**config.mk**
```make
export PLATFORM = sky130hd
export DESIGN_NAME = dma_channel_arbiter
export DESIGN_NICKNAME = d
export VERILOG_FILES = /design/src/rtl/dma_pkg.sv /design/src/rtl/dma_prio_pick.sv /design/src/rtl/dma_channel_arbiter.sv
export SDC_FILE = /design/constraint.sdc
export NUM_CORES = 1
export LEC_CHECK = 0
export ABC_CLOCK_PERIOD_IN_PS = 2900
export CORE_ASPECT_RATIO = 0.6
export CORE_UTILIZATION = 40
export CTS_CLUSTER_DIAMETER = 200
export CTS_CLUSTER_SIZE = 10
export DETAILED_ROUTE_END_ITERATION = 7
export GPL_TIMING_DRIVEN = 0
export PLACE_DENSITY = 0.65
export SLEW_MARGIN = 20
export SYNTH_ARGS = -nofsm -noshare
export SYNTH_HDL_FRONTEND = slang
export SYNTH_SLANG_ARGS = --single-unit
```
**constraint.sdc**
```tcl
create_clock -name CLK -period 2.9 [get_ports CLK]
set_input_delay 0.725 -clock CLK [delete_from_list [all_inputs] [get_ports CLK]]
set_output_delay 0.725 -clock CLK [all_outputs]
set_load 0.02 [all_outputs]
```
**src/rtl/dma_pkg.sv**
```systemverilog
// Shared types and helpers for the DMA channel arbiter: state encoding,
// channel-count defaults and one-hot/index conversion.
package dma_pkg;

  localparam int NCH  = 4;
  localparam int CH_W = 2;

  typedef enum logic [2:0] {
    ST_IDLE    = 3'd0,
    ST_REQ     = 3'd1,
    ST_GRANT   = 3'd2,
    ST_GAP     = 3'd3,
    ST_RELEASE = 3'd4
  } dma_state_e;

  function automatic logic [CH_W-1:0] onehot_to_idx(input logic [NCH-1:0] oh);
    logic [CH_W-1:0] idx;
    idx = {CH_W{1'b0}};
    for (int i = 0; i < NCH; i++) begin
      idx = idx | (oh[i] ? CH_W'(i) : {CH_W{1'b0}});
    end
    return idx;
  endfunction

  function automatic logic [NCH-1:0] idx_to_onehot(input logic [CH_W-1:0] idx);
    logic [NCH-1:0] oh;
    oh = {NCH{1'b0}};
    oh[idx] = 1'b1;
    return oh;
  endfunction

endpackage

```
**src/rtl/dma_prio_pick.sv**
```systemverilog
// Combinational request picker: first set request found when searching
// upward (with wrap) from start_ptr. A zero pointer gives fixed priority.
module dma_prio_pick
  import dma_pkg::*;
(
  input  logic [NCH-1:0]  req,
  input  logic [CH_W-1:0] start_ptr,
  output logic [NCH-1:0]  winner,
  output logic [CH_W-1:0] idx,
  output logic            any_req
);

  logic            taken_s;
  logic [CH_W-1:0] cand_s;

  // Walk the channels in priority order; the first pending one wins.
  always_comb begin
    winner  = {NCH{1'b0}};
    taken_s = 1'b0;
    cand_s  = start_ptr;
    for (int i = 0; i < NCH; i++) begin
      cand_s         = start_ptr + CH_W'(i);
      winner[cand_s] = req[cand_s] & ~taken_s;
      taken_s        = taken_s | req[cand_s];
    end
  end

  assign idx     = onehot_to_idx(winner);
  assign any_req = |req;

endmodule

```
**src/rtl/dma_channel_arbiter.sv**
```systemverilog
// DMA front-end scheduler: HRQ/HLDA bus-hold handshake, per-grant channel
// pick and burst limiting. Define DMA_ROTATING_PRIORITY_EN for round-robin.
module dma_channel_arbiter
  import dma_pkg::*;
#(
  parameter int BURST_LEN = 4,
  parameter int CNT_W     = 8
) (
  input  logic            CLK,
  input  logic            RST_N,
  input  logic [NCH-1:0]  DREQ,
  input  logic            HLDA,
  input  logic            XFER_ACK,
  output logic            HRQ,
  output logic [NCH-1:0]  DACK,
  output logic [CH_W-1:0] CH_SEL,
  output logic            GRANT_VLD,
  output logic            ABORT
);

  localparam logic [CNT_W-1:0] BURST_LIM = CNT_W'(BURST_LEN);
  localparam logic [CNT_W-1:0] CNT_ONE   = {{(CNT_W-1){1'b0}}, 1'b1};

  dma_state_e      state_r, state_s;
  logic            hrq_r, hrq_s;
  logic [NCH-1:0]  dack_r, dack_s;
  logic [CH_W-1:0] ch_sel_r, ch_sel_s;
  logic            gvld_r, gvld_s;
  logic            abort_r, abort_s;
  logic [CNT_W-1:0] cnt_r, cnt_s;
  logic [CNT_W-1:0] cnt_inc_s, cnt_sat_s;
  logic            burst_done_s;
  logic [CH_W-1:0] ptr_r;
  logic [NCH-1:0]  win_oh_s;
  logic [CH_W-1:0] win_idx_s;
  logic            any_req_s;

  dma_prio_pick u_pick (
    .req       (DREQ),
    .start_ptr (ptr_r),
    .winner    (win_oh_s),
    .idx       (win_idx_s),
    .any_req   (any_req_s)
  );

`ifdef DMA_ROTATING_PRIORITY_EN
  // Last-served channel drops to lowest priority once its grant ends.
  always_ff @(posedge CLK or negedge RST_N) begin
    if (!RST_N) begin
      ptr_r <= {CH_W{1'b0}};
    end else if (state_r == ST_GRANT && state_s != ST_GRANT) begin
      ptr_r <= ch_sel_r + {{(CH_W-1){1'b0}}, 1'b1};
    end else begin
      ptr_r <= ptr_r;
    end
  end
`else
  assign ptr_r = {CH_W{1'b0}};
`endif

  assign cnt_inc_s    = cnt_r + CNT_ONE;
  assign cnt_sat_s    = (cnt_r >= BURST_LIM) ? cnt_r : cnt_inc_s;
  assign burst_done_s = XFER_ACK && (cnt_inc_s >= BURST_LIM);

  // Next-state and next-output decode; outputs are registered below.
  always_comb begin
    state_s  = state_r;
    hrq_s    = hrq_r;
    dack_s   = dack_r;
    ch_sel_s = ch_sel_r;
    gvld_s   = gvld_r;
    abort_s  = 1'b0;
    cnt_s    = cnt_r;
    case (state_r)
      ST_IDLE: begin
        dack_s = {NCH{1'b0}};
        gvld_s = 1'b0;
        if (any_req_s) begin
          state_s = ST_REQ;
          hrq_s   = 1'b1;
        end else begin
          state_s = ST_IDLE;
          hrq_s   = 1'b0;
        end
      end
      ST_REQ: begin
        hrq_s = 1'b1;
        if (!any_req_s) begin
          state_s = ST_RELEASE;
          hrq_s   = 1'b0;
        end else if (HLDA) begin
          state_s  = ST_GRANT;
          dack_s   = win_oh_s;
          ch_sel_s = win_idx_s;
          gvld_s   = 1'b1;
          cnt_s    = {CNT_W{1'b0}};
        end else begin
          state_s = ST_REQ;
        end
      end
      ST_GRANT: begin
        if (!HLDA) begin
          state_s = ST_RELEASE;
          hrq_s   = 1'b0;
          dack_s  = {NCH{1'b0}};
          gvld_s  = 1'b0;
          abort_s = 1'b1;
        end else begin
          // An ACK in the same cycle as the DREQ drop still counts.
          if (XFER_ACK) begin
            cnt_s = cnt_sat_s;
          end else begin
            cnt_s = cnt_r;
          end
          if (burst_done_s || !DREQ[ch_sel_r]) begin
            state_s = ST_GAP;
            dack_s  = {NCH{1'b0}};
            gvld_s  = 1'b0;
          end else begin
            state_s = ST_GRANT;
          end
        end
      end
      ST_GAP: begin
        cnt_s = {CNT_W{1'b0}};
        if (!HLDA) begin
          state_s = ST_RELEASE;
          hrq_s   = 1'b0;
          abort_s = 1'b1;
        end else if (!any_req_s) begin
          state_s = ST_RELEASE;
          hrq_s   = 1'b0;
        end else begin
          state_s  = ST_GRANT;
          dack_s   = win_oh_s;
          ch_sel_s = win_idx_s;
          gvld_s   = 1'b1;
        end
      end
      ST_RELEASE: begin
        hrq_s  = 1'b0;
        dack_s = {NCH{1'b0}};
        gvld_s = 1'b0;
        if (!HLDA) begin
          state_s = ST_IDLE;
        end else begin
          state_s = ST_RELEASE;
        end
      end
      default: begin
        state_s = ST_IDLE;
        hrq_s   = 1'b0;
        dack_s  = {NCH{1'b0}};
        gvld_s  = 1'b0;
        cnt_s   = {CNT_W{1'b0}};
      end
    endcase
  end

  // State, burst counter and output registers.
  always_ff @(posedge CLK or negedge RST_N) begin
    if (!RST_N) begin
      state_r  <= ST_IDLE;
      hrq_r    <= 1'b0;
      dack_r   <= {NCH{1'b0}};
      ch_sel_r <= {CH_W{1'b0}};
      gvld_r   <= 1'b0;
      abort_r  <= 1'b0;
      cnt_r    <= {CNT_W{1'b0}};
    end else begin
      state_r  <= state_s;
      hrq_r    <= hrq_s;
      dack_r   <= dack_s;
      ch_sel_r <= ch_sel_s;
      gvld_r   <= gvld_s;
      abort_r  <= abort_s;
      cnt_r    <= cnt_s;
    end
  end

  assign HRQ       = hrq_r;
  assign DACK      = dack_r;
  assign CH_SEL    = ch_sel_r;
  assign GRANT_VLD = gvld_r;
  assign ABORT     = abort_r;

endmodule

```
# After elaboration in Yosys (flattened, before gate mapping)
# Cells that the tools add are included.
dict set report word_totals {
  output_inout_bits 9
  inputBits 8
  register_bits 20
  word_cells 95
}
dict set report classes {
  n_eq_ne 14
  n_bitwise 11
  magnitude_cmp 3
  reduce_logical 13
  mux 46
  n_addsub 1
}
# cell n
set ops {}
lappend ops {{8-bit 2-to-1 mux} 5}
lappend ops {{4-bit 2-to-1 mux} 6}
lappend ops {{8-bit one-hot mux with 3 select lines} 1}
lappend ops {{8-bit by 3-bit >= comparator with 1-bit output (second input constant)} 2}
lappend ops {{1-bit 2-to-1 mux} 16}
lappend ops {{2-bit inequality test (second input constant)} 8}
lappend ops {{3-bit 2-to-1 mux} 5}
lappend ops {{3-bit one-hot mux with 5 select lines} 1}
lappend ops {{2-bit 2-to-1 mux} 7}
lappend ops {{4-bit one-hot mux with 3 select lines} 1}
lappend ops {{5-bit AND reduction} 2}
lappend ops {{8-bit by 1-bit adder with 8-bit output (second input constant)} 1}
lappend ops {{3-bit by 2-bit equality test with 1-bit output (second input constant)} 2}
lappend ops {{3-bit inequality test (second input constant)} 2}
lappend ops {{1-bit one-hot mux with 3 select lines} 2}
lappend ops {{6-bit AND reduction} 1}
lappend ops {{2-bit OR reduction} 3}
lappend ops {{1-bit NOT} 4}
lappend ops {{2-bit one-hot mux with 2 select lines} 1}
lappend ops {{4-bit OR reduction} 1}
lappend ops {{1-bit AND} 3}
lappend ops {{3-bit by 1-bit equality test with 1-bit output (second input constant)} 1}
lappend ops {{3-bit equality test (second input constant)} 1}
lappend ops {{3-bit logical NOT} 1}
lappend ops {{other kinds (10)} 11}

# Depth between registers and ports, before layout
# Gate-level depths: netlist of run 1.
dict set report logic_depth {
  ltp_word 9
  ltp_mapped 6
  depth_no_buf 6
}

# By module
# From an unflattened synthesis of run 1, not the netlist that was laid out.
dict set report hier_totals {
  hier_cells 147
  area_unflattened_um2 1496.4
}
# mod instances area_each_um2 seq_area_each_um2 cells_each
set by_module_without_submodules {}
lappend by_module_without_submodules {dma_channel_arbiter 1 1063.5 500.5 99}
lappend by_module_without_submodules {dma_prio_pick 1 432.9 0.0 48}

# Worst setup path before layout of run 1
# No wires, ideal clock.
dict set report synth_timing {
  path_type {input -> register}
  from {input port DREQ[3]}
  to {register dack_r[3] (netlist: DACK[3])}
  required_time_ps 2780
  setup_slack_ps 1182
  arrival_ps 1598
  setup_time_ps 120
  n_path_buf 0
  stages 4
  cell_sequence {mux4_2 > o21ai_2 > nor2_1 > a41o_1}
}
dict set report synth_between {
  elab_chain_cells 6
  elab_cells_between_ends 15
  cone_classes {eq/ne (3); mux (7); bitwise (1); reduce/logical (4)}
}
# item line
set synth_rtl {}
lappend synth_rtl {{start, declared} dma_channel_arbiter.sv:11} ;# input logic [NCH-1:0] DREQ,
lappend synth_rtl {{1-bit binary-select mux with 2-bit select} dma_channel_arbiter.sv:115} ;# if (burst_done_s || !DREQ[ch_sel_r]) begin
lappend synth_rtl {{1-bit 2-to-1 mux (not written as such)} dma_channel_arbiter.sv:115}
lappend synth_rtl {{1-bit logical NOT} dma_channel_arbiter.sv:115}
lappend synth_rtl {{1-bit logical OR} dma_channel_arbiter.sv:115}
lappend synth_rtl {{3-bit inequality test (no line)} -}
lappend synth_rtl {{5-bit AND reduction (no line)} -}
lappend synth_rtl {{end signal, assigned} dma_channel_arbiter.sv:165} ;# dack_r <= {NCH{1'b0}};
lappend synth_rtl {{end signal, assigned} dma_channel_arbiter.sv:173} ;# dack_r <= dack_s;
lappend synth_rtl {{end, declared} dma_channel_arbiter.sv:26} ;# logic [NCH-1:0] dack_r, dack_s;
# Several ways; a longest one is shown, not always the timed one. The select of a mux whose other input is x is not followed.
# A chain may end at the register's enable or synchronous reset.

# Worst setup path in the final report of run 1
dict set report layout_timing {
  from {input port DREQ[0]}
  to {register ch_sel_r[0] (netlist: CH_SEL[0])}
}
dict set report layout_between {
  elab_chain_cells 9
  elab_cells_between_ends 19
  cone_classes {eq/ne (2); mux (7); bitwise (8); reduce/logical (2)}
}
# item line
set layout_rtl {}
lappend layout_rtl {{1-bit bitwise OR (2 in series)} dma_prio_pick.sv:24} ;# taken_s = taken_s | req[cand_s];
lappend layout_rtl {{1-bit NOT} dma_prio_pick.sv:23} ;# winner[cand_s] = req[cand_s] & ~taken_s;
lappend layout_rtl {{1-bit AND} dma_prio_pick.sv:23}
lappend layout_rtl {{2-bit 2-to-1 mux} dma_pkg.sv:20} ;# idx = idx | (oh[i] ? CH_W'(i) : {CH_W{1'b0}});
lappend layout_rtl {{2-bit bitwise OR} dma_pkg.sv:20}
lappend layout_rtl {{2-bit 2-to-1 mux, on equally long branches} {dma_channel_arbiter.sv:130, dma_channel_arbiter.sv:91}}
lappend layout_rtl {{2-bit 2-to-1 mux, on equally long branches} {dma_channel_arbiter.sv:126, dma_channel_arbiter.sv:88}}
lappend layout_rtl {{2-bit one-hot mux with 2 select lines} dma_channel_arbiter.sv:74} ;# case (state_r)
lappend layout_rtl {{end signal, assigned} dma_channel_arbiter.sv:166} ;# ch_sel_r <= {CH_W{1'b0}};
lappend layout_rtl {{end signal, assigned} dma_channel_arbiter.sv:174} ;# ch_sel_r <= ch_sel_s;
lappend layout_rtl {{end, declared} dma_channel_arbiter.sv:27} ;# logic [CH_W-1:0] ch_sel_r, ch_sel_s;
# Several ways; a longest one is shown, not always the timed one. The select of a mux whose other input is x is not followed.

==> impl_metrics.toml, run 1 <==
[place]
hpwl_um = 1730
portBuffers = 16
routabilityCongestion = 0.820

[cts]
cts-resized-gates = 0
cts_tree = "done"
clock_latency_ns = 0.26
numCtsBuffers = 3
ctsLongestPathBuffers = 2
cts_setup_buffers = 0
ctsHtreeMaxLevel = 1
clock-root-buffer = "clkbuf_8"
clk_pin_slew_worst_paths_ns = 0.07
numClockSinks = 20
cts-hold-fix-buffers = 0

[sta]
final.min_clock_period_ns = 2.17
finClkSkew_ns = 0.00420
fin_crit_sh_pct = 74.9
slew_viol_final = 0
tightest_slew_ns = 0.912
rsz0062_at_grt = "no"
max_freq_ghz = 0.460
slew_headroom_pct = 39.0
fin_setup_tns_ns = 0
finalSetupViolCount = 0
hold_viol_final = 0

[logic_synthesis]
syn_nets = 105
yosysWarnings = 0
synthCells = 95
ys_seq_elements = 20
synth_area_per_cell_um2 = 11.2
yosysUniqueCellTypes = 37
synth_area_um2 = 1070
seq_area_frac_synth_pct = 46.9

[cells_and_area]
fin_nets = 126
num_antenna_cells = 0
area_growth_pct = 22.7
final_layout_size_suffix_gt1_share_pct = 16.7
final_util_pct = 51.8

[worst_setup_path]
slowest_stage = "clkdlybuf4s50_1"
endpoint_kind = "register"
path_max_fanout = 6
cp.depth = 5
cp-start-kind = "input pin"
required_ns = 3.05
cp.buffers_inverters = 1
crit_type = "input pin to register"
rr_worst_depth = 6
cp-startpoint = "DREQ[0]"
timing.rr.start = "cnt_r[1]"
cp.arrival_ns = 2.32
r2r_end = "DACK[0]"
cp_top_family = "simple AND/OR/NAND/NOR gates"
cp_cell_sequence = "clkdlybuf4s50_1, nor4_4, nand2b_4, nor2_2, mux2_4"
endpoint = "CH_SEL[0]"
cpPeakStageDelay_ns = 0.55
reg2reg_slack_ns = 1.11

[grt]
grt_pass1_wl_um = 3810
grt_max_degree = 21
antenna_found_initial = 0
grt_pass1_vias = 775
grt_util_all_layers_pct = 18.5
grt_overflow = 0

[hold_path]
hp-class = "register to register"

[floorplan]
die_h_um = 42.0
row_count = 14
dieArea_um2 = 2880
die_w_um = 68.6
start_util_pct = 42.3
num_io_pins = 17
coreArea_um2 = 2520

[run]
cap_violations = 0

[routing]
first_pass_iters = 4
drt-initial-drc-count = 28
drc = 0
vias = 795
vias_per_cell = 5.45
drt_wl_total_um = 2320
wire_per_inst_um = 15.9
final_antenna_net_count = 0

[power_and_ir_drop]
leakagePower_uw = 0.000595
powerDensity_nw_per_um2 = 778
ir_drop_mv = 0.342

[outcome]
status = "completed"
[synthesized netlist by cell type]
cell type  instances  area, µm²
buf_2              2       10.0
ha_1               2       25.0
a211o_1            1       8.76
o31ai_4            2       42.5
a21oi_2            1       8.76
and4_1             1       8.76
nand4_1            2       12.5
o41ai_1            1       8.76
o21ai_2            1       8.76
and2_1             5       31.3
nor2_1             6       22.5
a21oi_1            5       25.0
nor2b_1            3       18.8
o311a_4            1       21.3
nor4_4             1       21.3
nand3_1            1       5.00
a22o_1             3       26.3
nand2_1            6       22.5
nand2b_1           1       6.26
inv_1              6       22.5
mux2_2             1       11.3
a32o_2             2       22.5
o21ai_1            1       5.00
o21ai_0            2       10.0
mux4_2             1       22.5
nand2b_4           2       27.5
o32a_1             1       10.0
and3_1             1       6.26
o22ai_1            1       6.26
nor2_2             1       6.26
a41o_1             1       10.0
nor3_1             6       30.0
mux2_4             1       15.0
a2111oi_0          1       8.76
dfrtp_1           20        500
a221oi_1           1       8.76
o22a_1             1       8.76
[metal layers]
metal	routed length [µm]	vias up	GRT usage [%]
li1	-	395	-
met5	0	-	0
met4	9	0	2.50
met2	993	14	23.9
met1	1250	384	29.5
met3	67	2	6.52
[final cells by class]
| cell class | instances | area [µm²] |
|---|---|---|
| fill | 242 | 1210 |
| clock buffer | 3 | 41.3 |
| multi-input combinational | 67 | 533 |
| tap | 32 | 40.0 |
| buffer | 2 | 10.0 |
| timing repair buffer | 16 | 160 |
| inverter | 6 | 22.5 |
| sequential | 20 | 500 |
[power breakdown]
group	switching (µW)	total (µW)	internal (µW)
sequential	69.8	411	341
combinational	224	425	201
clock	88.2	181	92.5
[flip-flops by register name, summed over array words and instances, names as in the netlist]
name       flops
ABORT          1
CH_SEL         2
DACK           4
GRANT_VLD      1
HRQ            1
cnt_r          8
state_r        3
[per-stage QoR]
step | hold WS, ns | area, µm² | setup slack (ns) | power [µW] | instances
after global placement | 0.478 | 1270 | 0.471 | 828 | 143
final | 0.498 | 1310 | 0.728 | 1020 | 146
after detailed placement | 0.489 | 1270 | 0.461 | 838 | 143
after floorplan | 0.429 | 1070 | 1.18 | 681 | 95
after CTS | 0.505 | 1310 | 0.733 | 1020 | 146
after global routing | 0.523 | 1310 | 0.646 | 1080 | 146
[kinds of logic (layout without fill, tap and decap cells)]
group	count (synthesis)	after routing	share of synthesized area [%]
simple gates	36	36	20.5
compound gates	26	26	22.5
mux	3	3	4.58
flops	20	20	46.9
fa+ha+maj	2	2	2.35
buf+inv	8	27	3.05
[how the worst min path moves through the flow]
| stage | from | end | slack [ns] | depth (start not counted) |
|---|---|---|---|---|
| 6_report | DACK[1] | DACK[1] | 0.50 | 1 |
| 5_1_grt | DACK[1] | DACK[1] | 0.52 | 1 |
| 4_1_cts | DACK[2] | DACK[2] | 0.50 | 1 |
| 3_5_place_dp | DACK[2] | DACK[2] | 0.49 | 1 |
| 3_3_place_gp | DACK[2] | DACK[2] | 0.48 | 1 |
| 2_1_floorplan | RST_N | ABORT | 0.43 | 0 |
[cells in the final DEF (no fill, tap or decap), drive strengths merged]
cell / n
a2111oi: 1
a211o: 1
a21oi: 6
a221oi: 1
a22o: 3
a32o: 2
a41o: 1
and2: 5
and3: 1
and4: 1
buf: 2
clkbuf: 3
clkdlybuf4s50: 16
dfrtp: 20
ha: 2
inv: 6
mux2: 2
mux4: 1
nand2: 6
nand2b: 3
nand3: 1
nand4: 2
nor2: 7
nor2b: 3
nor3: 6
nor4: 1
o21ai: 4
o22a: 1
o22ai: 1
o311a: 1
o31ai: 2
o32a: 1
o41ai: 1
(Power assumes the default switching activity.)
==> inputs of run 2 (changes only) <==
Settings changed: ABC_CLOCK_PERIOD_IN_PS 2900 to 1800, PLACE_DENSITY 0.65 to 0.68.
Clock period 2.9 ns to 1.8 ns, I/O delays scaled along.
==> run 2 against run 1 <==
Compared with the run above:
- sequential share of layout area fell by 1.6 points
- total power is 68% higher
- register-to-register slack got worse by 1.0 ns
- global-route usage decreased by 0.094 points
- combinational power up 66%
- core utilization is 2.2 points higher
- count of clock-buffer cells in the layout grew 1
- critical path depth down 4
- largest power group unchanged
==> impl_metrics.toml, run 2 (same netlist as run 1, synthesis figures left out) <==
[worst_setup_path]
cp-start-kind = "register"
cp.arrival_ns = 1.28
crit_type = "register to output port"
required_ns = 1.35
cp.buffers_inverters = 1
cp_top_family = "buffers and inverters"
path_max_fanout = 3
endpoint_kind = "output port"
cp_cell_sequence = "clkdlybuf4s50_1"
slowest_stage = "clkdlybuf4s50_1"
cpPeakStageDelay_ns = 0.62

[power_and_ir_drop]
switching_share_pct = 36.7
p_sw_uw = 627
combPwrFrac_pct = 41.2
internal_power_uw = 1080
leakagePower_uw = 0.000652
powerDensity_nw_per_um2 = 1250
ir_drop_mv = 0.591
clkPwrFrac_pct = 20.0
pwr-share-seq_pct = 38.9

[cells_and_area]
stdcell_area_um2 = 1360
final_cells = 151
largest-register = "cnt_r"
final_layout_size_suffix_gt1_share_pct = 21.8
num_antenna_cells = 0
fin_nets = 130
final_util_pct = 54.1
final_common_cell = "dfrtp_1"
final_cell_mix = "dfrtp_1, clkdlybuf4s50_1, inv_1, nor2_1, nand2_1"
area_growth_pct = 27.9
largest_reg_flops = 8

[routing]
drc = 0
drt-initial-drc-count = 70
vias = 810
wire_per_inst_um = 15.2
vias_per_cell = 5.36
first_pass_iters = 4
drt_wl_total_um = 2290
final_antenna_net_count = 0

[sta]
slew_viol_final = 0
finalSetupViolCount = 0
final.min_clock_period_ns = 1.73
tightest_slew_ns = 0.894
fin_crit_sh_pct = 96.1
slew_headroom_pct = 40.2
rsz0062_at_grt = "yes"
layout_setup_ws_ns = 0.0694
max_freq_ghz = 0.578
hold_viol_final = 0
finClkSkew_ns = 0.00447

[cts]
cts_tree = "done"
numClockSinks = 20
ctsLongestPathBuffers = 2
clock-root-buffer = "clkbuf_8"
clock_latency_ns = 0.26
ctsHtreeMaxLevel = 1
clk_pin_slew_worst_paths_ns = 0.07
numCtsBuffers = 3

[place]
routabilityCongestion = 0.840
dp.cells = 143
portBuffers = 16
placed_cell_area_um2 = 1270
place_ws_ns = -0.365
hpwl_um = 1620

[grt]
grt_pass1_vias = 761
grt_pass1_wl_um = 3770
antenna_found_initial = 0
grt_util_all_layers_pct = 18.4
grt_overflow = 0
grt_max_degree = 21

[floorplan]
start_util_pct = 42.3
row_count = 14
dieArea_um2 = 2880
die_w_um = 68.6
coreArea_um2 = 2520
die_h_um = 42.0
num_io_pins = 17

[hold_path]
hp-class = "register to register"

[outcome]
status = "completed"

[run]
cap_violations = 0
-- run 2: cell type report --
| class | instances | area (µm²) |
|---|---|---|
| multi-input cells | 67 | 541 |
| inverters | 6 | 22.5 |
| flip-flops and latches | 20 | 500 |
| fillers | 227 | 1160 |
| well taps | 32 | 40.0 |
| repair buffers | 20 | 195 |
| plain buffers | 2 | 10.0 |
| clock buffers | 4 | 55.1 |
-- run 2: what timing repair did --
action / in CTS / in global routing
hold buffers: 0 / 0
pin swaps: 1 / 0
resized for setup: 2 / 5
hold endpoints to repair: 0 / 0
setup endpoints to repair: 14 / 7
buffers inserted: 1 / 3
-- run 2: stage by stage --
stage               hold WS (ns)  TNS (ns)  total power, µW
detailed placement         0.486     -4.73             1340
global placement           0.479     -4.27             1330
CTS                        0.502         0             1690
finish                     0.496         0             1710
global route               0.528   -0.0113             1820
floorplan                  0.154         0             1100
-- run 2: power groups by stage --
| stage | sequential, µW | clock (µW) | combinational (µW) |
|---|---|---|---|
| 2_1_floorplan | 719 | 0 | 379 |
| 3_3_place_gp | 660 | 0 | 670 |
| 3_5_place_dp | 670 | 0 | 674 |
| 4_1_cts | 663 | 348 | 679 |
| 5_1_grt | 683 | 377 | 761 |
| 6_report | 664 | 341 | 704 |
-- run 2: final timing paths --
kind	to	slack, ns	start	cells past startpoint
worst min register to register	DACK[1]	0.50	DACK[1]	1
worst min-delay path	DACK[1]	0.50	DACK[1]	1
max in group asynchronous	cnt_r[1]	0.56	RST_N	1
worst max-delay path	CH_SEL[0]	0.07	CH_SEL[0]	1
worst max register to register	DACK[0]	0.10	cnt_r[0]	6
min in group asynchronous	CH_SEL[1]	0.69	RST_N	1
-- run 2: routing by layer --
layer | vias up | track usage (%) | routed length [µm]
met3 | 4 | 6.52 | 83
li1 | 402 | - | -
met4 | 0 | 3.75 | 34
met5 | - | 0 | 0
met2 | 19 | 23.3 | 923
met1 | 385 | 29.2 | 1250
==> inputs of run 3 (changes only) <==
Settings changed: ABC_CLOCK_PERIOD_IN_PS 1800 to 1700, PLACE_DENSITY 0.68 to 0.63, SYNTH_HIERARCHICAL from default to 1.
Clock period 1.8 ns to 1.7 ns, I/O delays scaled along.
==> run 3 against run 2 <==
Compared with the run above:
- core utilization grew 3.7 points
- first-iteration DRC count grew to 2.7 times the previous value
- via count grew 66%
- total power grew 9.6%
- die area grew 39%
- register-to-register slack lost 0.05 ns
- sequential share of layout area shrank 11 points
- critical path type is now input pin to register
==> impl_metrics.toml, run 3 <==
[outcome]
status = "completed"

[grt]
antenna_found_initial = 0
grt_max_degree = 21
grt_pass1_wl_um = 6490
grt_util_all_layers_pct = 21.9
grt_overflow = 0
grt_pass1_vias = 1230

[worst_setup_path]
cp-start-kind = "input pin"
rr_worst_depth = 6
required_ns = 1.85
crit_type = "input pin to register"
path_max_fanout = 7
cp.arrival_ns = 1.81
endpoint_kind = "register"

[place]
routabilityCongestion = 0.874
portBuffers = 16
hpwl_um = 2490
place_ws_ns = -0.649

[cts]
numCtsBuffers = 3
clk_pin_slew_worst_paths_ns = 0.08
cts_tree = "done"
ctsHtreeMaxLevel = 1
numClockSinks = 20
ctsLongestPathBuffers = 2
clock-root-buffer = "clkbuf_8"
clock_latency_ns = 0.26

[power_and_ir_drop]
p_sw_uw = 691
switching_share_pct = 36.9
ir_drop_mv = 0.536
combPwrFrac_pct = 44.4
pwr-share-seq_pct = 35.9
leakagePower_uw = 0.000960
clkPwrFrac_pct = 19.7
powerDensity_nw_per_um2 = 953
internal_power_uw = 1180

[routing]
drt_wl_total_um = 3770
drt-initial-drc-count = 187
first_pass_iters = 4
final_antenna_net_count = 0
vias = 1342
drc = 0
vias_per_cell = 5.71
wire_per_inst_um = 16.0

[cells_and_area]
final_cell_mix = "dfrtp_1, conb_1, nand2_1"
largest-register = "cnt_r"
nFillCells = 302
final_layout_size_suffix_gt1_share_pct = 31.1
area_growth_pct = 31.3
fin_nets = 208
largest_reg_flops = 8
num_antenna_cells = 0

[logic_synthesis]
synth_top_area_share_pct = 33.4
async_reset_ff_share_pct = 100
seq_area_frac_synth_pct = 33.4
synth_edf_count = 0
synth_area_per_cell_um2 = 10.2
post-synth-top-count-cell = "dfrtp_1"
synth_common_cells = "dfrtp_1, nand2_1, ha_1, nand3b_1, inv_1"
ys_seq_elements = 20
synthCells = 147
yosysUniqueCellTypes = 50
synthTopCellsByArea = "dfrtp_1, ha_1, mux4_1"
synthFlopType = "dfrtp_1"
yosysWarnings = 6
synth_largest_area_cell = "dfrtp_1"
synth_area_um2 = 1500

[hold_path]
hp-class = "register to register"
holdPathStages = 1

[sta]
finalSetupViolCount = 0
rsz0062_at_grt = "yes"
max_freq_ghz = 0.603
final.min_clock_period_ns = 1.66
slew_headroom_pct = 39.6
finClkSkew_ns = 0.00357
slew_viol_final = 0
hold_viol_final = 0
holdWs_ns = 0.515
tightest_slew_ns = 0.904
layout_setup_ws_ns = 0.0411
fin_crit_sh_pct = 97.6

[floorplan]
row_count = 16
die_h_um = 49.4
start_util_pct = 44.0
coreArea_um2 = 3400
die_w_um = 81.0
num_io_pins = 17
dieArea_um2 = 4000

[run]
cap_violations = 0
==> run 3: cell count changes in the layout (fill, tap and decap cells not counted), moves of 5 or more <==
cell	before	now
clkdlybuf4s50_1	11	3
conb_1	0	15
and2_1	5	0
a221o_1	0	5
dfrtp_2	0	5
dfrtp_1	20	15
nand3b_1	0	9
ha_1	1	8
==> run 3: layout make-up <==
class	count	area (µm²)	share of cell area, %
plain buffers	4	41.3	2.10
clock buffers	4	55.1	2.80
inverters	8	30.0	1.53
multi-input cells	129	1060	53.8
flip-flops and latches	20	507	25.8
well taps	45	56.3	2.87
repair buffers	25	218	11.1
==> run 3: logic make-up after synthesis <==
kind of cell / synth area share (%)
AO/OA/AOI/OAI: 18.5
adder cells (fa/ha/maj): 7.53
buffers and inverters: 4.68
flip-flops: 33.4
multiplexers: 9.78
other: 0.251
AND/OR/NAND/NOR: 25.8
==> run 3: metrics by stage <==
stage                     utilization, %  setup TNS (ns)  total power (µW)  instances  instance area, µm²
after detailed placement            52.2           -9.36              1450        222                1780
final                               57.7               0              1870        235                1960
after floorplan                        -         -0.0718              1200        161                1560
after global placement              52.2           -8.68              1440        222                1780
after global routing                57.7         -0.0383              2020        235                1960
after CTS                           55.8               0              1860        234                1900
==> run 3: repair_timing <==
| item | 4_1_cts | 5_1_grt |
|---|---|---|
| setup endpoints to repair | 18 | 14 |
| hold buffers | 0 | 0 |
| pin swaps | 3 | 3 |
| gates cloned | 2 | 0 |
| gates resized for setup | 23 | 22 |
| setup buffers | 7 | 1 |
==> run 3: per-layer routing <==
layer	vias to the layer above	wire length (µm)	track usage, %
met5	-	0	0
met4	0	25	3.57
met3	4	353	6.54
met2	55	1420	26.6
met1	655	1970	36.7
li1	628	-	-
==> run 3: power groups by stage <==
stage | Combinational, µW | Sequential [µW] | Clock, µW
floorplan | 471 | 725 | 0
global placement | 772 | 670 | 0
detailed placement | 775 | 675 | 0
CTS | 814 | 666 | 380
global route | 914 | 693 | 415
finish | 831 | 673 | 369
==> run 3: worst paths after layout <==
| check | startpoint | endpoint | slack [ns] |
|---|---|---|---|
| setup / recovery | DREQ[2] | DACK[1] | 0.04 |
| max in group asynchronous | RST_N | cnt_r[0] | 0.41 |
| hold / removal | GRANT_VLD | GRANT_VLD | 0.52 |
| min in group asynchronous | RST_N | DACK[2] | 0.67 |
| setup reg to reg | cnt_r[0] | DACK[1] | 0.05 |
| hold reg to reg | GRANT_VLD | GRANT_VLD | 0.52 |
==> run 3: worst max-delay path: stages <==
cell and delay (ns):
buf_2 0.14, or4_4 0.58, and3_4 0.17, clkbuf_8 0.15, a221o_1 0.34
